--- config.mk ---
export PLATFORM = sky130hd
export DESIGN_NAME = motor_segment_queue
export DESIGN_NICKNAME = d
export VERILOG_FILES = /design/src/rtl/motor_pkg.sv /design/src/rtl/motor_segment_queue_seg_fifo.sv /design/src/rtl/motor_segment_queue.sv
export SDC_FILE = /design/constraint.sdc
export NUM_CORES = 1
export LEC_CHECK = 0
export BUFFER_PORTS_ARGS = -buffer_cell sky130_fd_sc_hd__clkbuf_2
export CORE_MARGIN = 3
export CORE_UTILIZATION = 45
export CTS_BUF_LIST = sky130_fd_sc_hd__clkbuf_4
export CTS_CLUSTER_DIAMETER = 100
export DETAILED_ROUTE_END_ITERATION = 6
export SLEW_MARGIN = 15
export SYNTH_ARGS = -nofsm -noshare
export SYNTH_HDL_FRONTEND = slang
export SYNTH_SLANG_ARGS = --single-unit
--- constraint.sdc ---
create_clock -name CLK -period 10.17 [get_ports CLK]
set_input_delay 2.034 -clock CLK [delete_from_list [all_inputs] [get_ports CLK]]
set_output_delay 2.034 -clock CLK [all_outputs]
set_load 0.05 [all_outputs]
--- src/rtl/motor_pkg.sv ---
// Shared types and widths for the stepper segment queue.
// A segment is {direction, step count, step period}.
package motor_pkg;

  localparam int STEPS_W = 13;
  localparam int DIV_W   = 15;
  localparam int DIR_BIT = 12;
  localparam int CNT_W   = 12;

  typedef struct packed {
    logic             dir;
    logic [CNT_W-1:0] steps;
    logic [DIV_W-1:0] divider;
  } seg_t;

  typedef enum logic {
    ST_IDLE = 1'b0,
    ST_RUN  = 1'b1
  } run_state_e;

  function automatic logic [DIV_W-1:0] clamp_div(input logic [DIV_W-1:0] div,
                                                 input logic [DIV_W-1:0] min_div);
    return (div < min_div) ? min_div : div;
  endfunction

endpackage

--- src/rtl/motor_segment_queue_seg_fifo.sv ---
// Single-clock segment FIFO with occupancy count, sticky overflow and a
// registered head output (head_o is valid the cycle after any pointer change).
module seg_fifo
  import motor_pkg::*;
#(
  parameter int DEPTH = 16
) (
  input  logic                     clk,
  input  logic                     rst_n,
  input  logic                     push_i,
  input  seg_t                     push_data_i,
  input  logic                     pop_i,
  output logic                     full_o,
  output logic                     empty_o,
  output logic [$clog2(DEPTH):0]   level_o,
  output logic                     overflow_o,
  output logic                     head_valid_o,
  output seg_t                     head_o
);

  localparam int AW = $clog2(DEPTH);

  seg_t          mem [DEPTH];
  seg_t          head_q;
  logic [AW-1:0] wr_ptr_q, rd_ptr_q;
  logic [AW:0]   count_q, count_d;
  logic          overflow_q, head_valid_q;
  logic          do_push, do_pop;

  assign empty_o  = (count_q == '0);
  assign full_o   = (count_q == (AW+1)'(DEPTH));
  assign do_pop   = pop_i & ~empty_o;
  // A full FIFO still accepts a write when a pop frees the slot in the same cycle.
  assign do_push  = push_i & (~full_o | do_pop);

  always_comb begin
    count_d = count_q;
    if (do_push & ~do_pop)      count_d = count_q + (AW+1)'(1);
    else if (do_pop & ~do_push) count_d = count_q - (AW+1)'(1);
  end

  always_ff @(posedge clk) begin
    if (do_push) mem[wr_ptr_q] <= push_data_i;
    head_q <= mem[rd_ptr_q];
  end

  always_ff @(posedge clk or negedge rst_n) begin
    if (!rst_n) begin
      wr_ptr_q     <= '0;
      rd_ptr_q     <= '0;
      count_q      <= '0;
      overflow_q   <= 1'b0;
      head_valid_q <= 1'b0;
    end else begin
      if (do_push) wr_ptr_q <= wr_ptr_q + AW'(1);
      if (do_pop)  rd_ptr_q <= rd_ptr_q + AW'(1);
      count_q <= count_d;
      if (push_i & full_o & ~do_pop) overflow_q <= 1'b1;
      head_valid_q <= ~empty_o;
    end
  end

  assign level_o      = count_q;
  assign overflow_o   = overflow_q;
  assign head_valid_o = head_valid_q;
  assign head_o       = head_q;

endmodule

--- src/rtl/motor_segment_queue.sv ---
// Segment queue feeding one step generator: clamps/drops writes, pops on the
// generator's active rising edge, and tracks absolute position from step pulses.
module motor_segment_queue
  import motor_pkg::*;
#(
  parameter int DEPTH       = 16,
  parameter int MIN_DIVIDER = 8,
  parameter int POS_W       = 19
) (
  input  logic                    CLK,
  input  logic                    reset_n,
  input  logic                    wr_en,
  input  logic [STEPS_W-1:0]      wr_steps,
  input  logic [DIV_W-1:0]        wr_divider,
  output logic                    full,
  output logic                    empty,
  output logic [$clog2(DEPTH):0]  level,
  output logic                    overflow,
  output logic [STEPS_W-1:0]      stepsToGo,
  output logic [DIV_W-1:0]        divider,
  input  logic                    motor_active,
  input  logic                    motor_step,
  input  logic                    motor_dir,
  input  logic                    pos_clear,
  output logic signed [POS_W-1:0] position,
  output logic                    busy,
  output logic                    running
);

  localparam logic [DIV_W-1:0] MIN_DIV = DIV_W'(MIN_DIVIDER);

  seg_t                    wr_seg, head;
  logic                    push, pop_req, head_valid;
  logic                    act_q, step_q, running_q;
  logic signed [POS_W-1:0] pos_q, pos_d;
  run_state_e              state_q;

  // Zero-step segments are dropped: the generator would re-latch every cycle.
  assign push    = wr_en & (wr_steps[CNT_W-1:0] != '0);
  assign pop_req = motor_active & ~act_q;

  always_comb begin
    wr_seg.dir     = wr_steps[DIR_BIT];
    wr_seg.steps   = wr_steps[CNT_W-1:0];
    wr_seg.divider = clamp_div(wr_divider, MIN_DIV);
  end

  seg_fifo #(.DEPTH(DEPTH)) u_fifo (
    .clk          (CLK),
    .rst_n        (reset_n),
    .push_i       (push),
    .push_data_i  (wr_seg),
    .pop_i        (pop_req),
    .full_o       (full),
    .empty_o      (empty),
    .level_o      (level),
    .overflow_o   (overflow),
    .head_valid_o (head_valid),
    .head_o       (head)
  );

  assign stepsToGo = head_valid ? {head.dir, head.steps} : '0;
  assign divider   = head_valid ? head.divider : MIN_DIV;
  assign busy      = ~empty | motor_active;
  assign running   = running_q;
  assign position  = pos_q;

  always_comb begin
    pos_d = pos_q;
    if (pos_clear)
      pos_d = '0;
    else if (motor_step & ~step_q)
      pos_d = motor_dir ? pos_q + POS_W'(1) : pos_q - POS_W'(1);
  end

  always_ff @(posedge CLK or negedge reset_n) begin
    if (!reset_n) begin
      act_q  <= 1'b0;
      step_q <= 1'b0;
      pos_q  <= '0;
    end else begin
      act_q  <= motor_active;
      step_q <= motor_step;
      pos_q  <= pos_d;
    end
  end

  // RUN holds until the queue is drained and the generator has gone quiet.
  always_ff @(posedge CLK or negedge reset_n) begin
    if (!reset_n) begin
      state_q   <= ST_IDLE;
      running_q <= 1'b0;
    end else begin
      case (state_q)
        ST_IDLE: if (~empty) begin
          state_q   <= ST_RUN;
          running_q <= 1'b1;
        end
        ST_RUN: if (empty & ~motor_active & ~act_q) begin
          state_q   <= ST_IDLE;
          running_q <= 1'b0;
        end
        default: begin
          state_q   <= ST_IDLE;
          running_q <= 1'b0;
        end
      endcase
    end
  end

endmodule

Word level (Yosys, flattened, before mapping)
Memories as Yosys holds them, arrays and structs flattened. A register that Yosys moved wholly into a read port is not among the register bits. Cells that the tools add are included.

Flip-flop bits (word level): 38. Bits in writable memories: 448. Input bits: 35. Output and inout port bits: 57. Logic and storage cells: 63. Memories kept: 1.

Memory list: u_fifo.mem (words 16, bits a word 28, rd ports 1, clocked after memory_dff 1, wr ports 1, RTL line motor_segment_queue_seg_fifo.sv:23) `seg_t mem [DEPTH];`.

Add/subtract/negate cells: 6. Magnitude comparators: 1. Equal/unequal tests: 3. Multiplexer cells: 16. Bitwise operators: 21. Reductions and logical operators: 5.

Operators by type and width (count): 19-bit two-way mux (3); 15-bit two-way mux (2); 19-bit by 2-bit adder with 19-bit output, second input constant (1); 19-bit by 2-bit subtractor with 19-bit output, second input constant (1); 15-bit by 4-bit < comparator with 1-bit output, second input constant (1); 13-bit two-way mux (1); 12-bit nonzero test (1); 1-bit AND (11); 5-bit two-way mux (2); 4-bit by 1-bit adder with 4-bit output, second input constant (2); 1-bit NOT (8); 1-bit two-way mux (6); 5-bit by 1-bit adder with 5-bit output, second input constant (1); 5-bit == test, second input constant (1); 5-bit logical NOT (1); 5-bit by 1-bit subtractor with 5-bit output, second input constant (1); 1-bit one-hot mux with 2 select lines (2); 2-bit nonzero test (2); 2-bit by 1-bit inequality test with 1-bit output, second input constant (1); 2-bit inequality test, second input constant (1); 1-bit bitwise OR (2); 2-bit AND reduction (1).

Logic depth before layout (Yosys ltp)
Depth in word-level cells: 9. Mapped depth: 12.

Hierarchy
A second synthesis with hierarchy kept.

Cells, all modules: 1199. Area total of the unflattened synthesis: 20717.4 µm².

Modules (own cells, without submodules): seg_fifo (instances 1, cells an instance 920, area an instance 18502.7 µm², seq. area each 14388.8 µm²); motor_segment_queue (instances 1, cells an instance 279, area an instance 2214.6 µm², seq. area each 575.6 µm²).

Worst setup path before layout
No wires, ideal clock.

Path kind: input port to flip-flop. Start point: input wr_steps[11]. End point: memory u_fifo.mem[3][0] (netlist bit) (enable). Library setup time: 0.448 ns. Arrival time: 4.620 ns. Slack: 5.102 ns. Cell stages on the path: 6. Buffers on the path: 0. Cells stage by stage: nor4_1 -> nand3_1 -> nand2_1 -> a21oi_2 -> nand2_1 -> nor3_1.

Cells in the longest elaborated chain, start to end: 5.

RTL lines: from (decl) (RTL line motor_segment_queue.sv:13) `input logic [STEPS_W-1:0] wr_steps,`; 12-bit nonzero test (RTL line motor_segment_queue.sv:39) `assign push = wr_en & (wr_steps[CNT_W-1:0] != '0);`; 1-bit AND (RTL line motor_segment_queue.sv:39); 1-bit AND (RTL line motor_segment_queue_seg_fifo.sv:34) `assign do_push = push_i & (~full_o | do_pop);`; named net u_fifo.do_push (RTL line motor_segment_queue_seg_fifo.sv:28) `logic do_push, do_pop;`; 1-bit two-way mux (RTL line motor_segment_queue_seg_fifo.sv:43) `if (do_push) mem[wr_ptr_q] <= push_data_i;`; 1-bit two-way mux (not written as such) (RTL line motor_segment_queue_seg_fifo.sv:43); to (decl) (RTL line motor_segment_queue_seg_fifo.sv:23).

The timed path passes the listed nets, and every way through them passes these cells.

Worst setup path after layout
Start point: input motor_active. End point: output busy.

Cells in the longest elaborated chain, start to end: 1.

RTL lines: from (decl) (RTL line motor_segment_queue.sv:21) `input logic motor_active,`; 1-bit bitwise OR (RTL line motor_segment_queue.sv:64) `assign busy = ~empty | motor_active;`; to (decl) (RTL line motor_segment_queue.sv:26) `output logic busy,`.

No other way between the ends.

==> results.yml <==
worst_setup_path:
  path_max_fanout: 5
  cp-end-kind: "output port"
  crit_arrival_ns: 2.53
  cp-start-kind: "primary input"
  required_ns: 8.14
  path_class: "in2out"
finish:
  drive_above_1_share_pct: 38.5
  layout_commonest_cell: "edfxtp_1"
  multiInputGateArea_um2: 5160
  layout.cells.most_common_list: "448 x edfxtp_1, 209 x clkbuf_4, 140 x mux4_2"
  syn2layout_area_growth_pct: 15.0
  fillCellCount: 3572
  layout.area.seq_um2: 15000
  final_nets: 1267
cts:
  cts_buffers: 136
  cts_tree: "yes"
  cts_setup_buffers: 0
  cts.sinks: 514
  cts_hold_buf: 0
  insertion_delay_ns: 0.94
  cts.path.max_buffers: 3
  cts-root-buf: "clkbuf_4"
  clk_pin_slew_ns: 0.07
  ctsHtreeMaxLevel: 4
  cts_resized: 0
logic_synthesis:
  synth_edf_count: 448
  synthCells: 1017
  yosysWarnings: 0
  synth.cell_area_um2: 20400
  synth_seq_area_share_pct: 73.5
  async_flop_share_pct: 7.39
  avgSynthCellArea_um2: 20.0
  synth_ff_type: "edfxtp_1"
  ys_types: 48
  synth-seq-cells: 514
  syn_nets: 1080
grt:
  busiest_layer: "met2"
  grt.overflow.total: 0
  grt_max_degree: 61
  use_met3_pct: 5.38
  grt_pass1_wl_um: 66100
  grt_use_met1_pct: 25.2
  antenna_found_initial: 3
  grtUsageTotal_pct: 18.8
  grt_pass1_vias: 10900
  met2_usage_pct: 29.8
sta:
  rsz0062_at_grt: "no"
  min_period_ns: 4.56
  finClkSkew_ns: 0.0409
  tightestPinTransition_ns: 1.13
  post-route-period-util_pct: 44.9
  slew_headroom_pct: 24.8
  tns_ns: 0
  setup_viol: 0
  slew_violations: 0
  max_freq_mhz: 219
  whs_ns: 0.489
  hold_viol: 0
placement:
  port_buffers: 91
  place_congestion: 0.794
  dp_hpwl_um: 23500
min_path:
  hold_path.class: "reg2reg"
floorplanning:
  die_area_um2: 47800
  die_w_um: 219
  rows: 77
  start_util_pct: 45.8
  design.core.area_um2: 44400
  die_height_um: 219
  io_pins: 92
power_and_ir_drop:
  vdd_drop_max_mv: 0.181
  leakage_uw: 0.00809
  p_per_area_nw_per_um2: 278
  p_total_uw: 6520
flow_run:
  cap_violations: 0
outcome:
  status: "finished, final reports clean"
detailed_routing:
  drtIter0Drc: 834
  drtAntennaViolNets: 0
  wire_per_inst_um: 22.4
  routed_wl_um: 42700
  via_per_inst: 5.42
  dr.pass1.iters: 5
  drc: 0
  dr_total_vias: 10300
logic make-up after synthesis:
kind of cell / after synthesis / synth area share, %
and+or+nand+nor: 166 / 4.20
buffers and inverters: 72 / 1.67
xor gates and xnor gates: 19 / 0.818
muxes: 145 / 15.8
adders and majority gates: 28 / 1.79
AOI/OAI and AO/OA: 73 / 2.24
DFF: 514 / 73.5
final cells by class:
cell class | instances | area share, %
antenna | 3 | 0.0321
inverter | 11 | 0.176
multi-input combinational | 431 | 22.1
clock inverter | 33 | 1.26
timing repair buffer | 110 | 2.64
sequential | 514 | 64.0
clock buffer | 209 | 6.70
tap | 592 | 3.16
worst paths after layout:
path	to	start	cells after the start	slack (ns)
max in group asynchronous	u_fifo.rd_ptr_q[1]	reset_n	2	8.56
min reg2reg	running	state_q	1	0.49
max reg2reg	u_fifo.head_o[3]	u_fifo.rd_ptr_q[0]	4	6.36
min	running	state_q	1	0.49
min in group asynchronous	position[12]	reset_n	2	1.18
max	busy	motor_active	3	5.61
cell usage after synthesis (all sizes together) (8+ instances only):
cell type	n	area (um^2)
edfxtp	448	13500
mux4	140	3150
nand2	42	158
clkbuf	40	150
dfrtp	38	951
a21oi	33	176
and2	31	194
dfxtp	28	561
ha	26	325
nor2	23	86.3
buf	21	148
nand3	17	85.1
o21ai	13	65.1
xnor2	12	105
inv	11	41.3
nand2b	10	62.6
a21o	9	67.6
nor3	9	45.0
nor4	9	56.3
nand4	8	50.1
worst max-delay path, cell delays in order:
cell and delay [ns]:
clkbuf_2 0.11, nand2b_1 0.14, clkbuf_2 0.24
registers in the layout, indices dropped and copies added, names as in the netlist:
signal	cells
u_fifo.mem	448
u_fifo.head_o	28
position	19
u_fifo.level_o	5
u_fifo.rd_ptr_q	4
u_fifo.wr_ptr_q	4
act_q	1
running	1
state_q	1
step_q	1
u_fifo.head_valid_o	1
u_fifo.overflow_o	1
routing by layer:
layer  part of all wire (%)  vias to the layer above
li1                       -                     4601
met1                     43                     5363
met2                     50                      271
met3                    5.4                       74
met4                    1.9                        2
met5                  0.047                        -
power breakdown:
group / total, uW / internal [uW] / leakage [uW] / switching (uW)
combinational: 1830 / 805 / 0.00224 / 1030
clock: 1900 / 1070 / 0.00110 / 833
sequential: 2790 / 2580 / 0.00476 / 203
total: 6520 / 4460 / 0.00809 / 2060
metrics by stage:
stage | cells | util (%) | instance area [um^2] | setup WS [ns]
2_1_floorplan | 1017 | - | 20400 | 5.10
3_3_place_gp | 1657 | 48.4 | 21500 | 5.31
3_5_place_dp | 1657 | 48.4 | 21500 | 5.31
4_1_cts | 1899 | 52.6 | 23400 | 5.60
5_1_grt | 1901 | 52.7 | 23400 | 5.53
6_report | 1903 | 52.7 | 23400 | 5.61
Note: power is estimated with default switching activity, not from simulation.
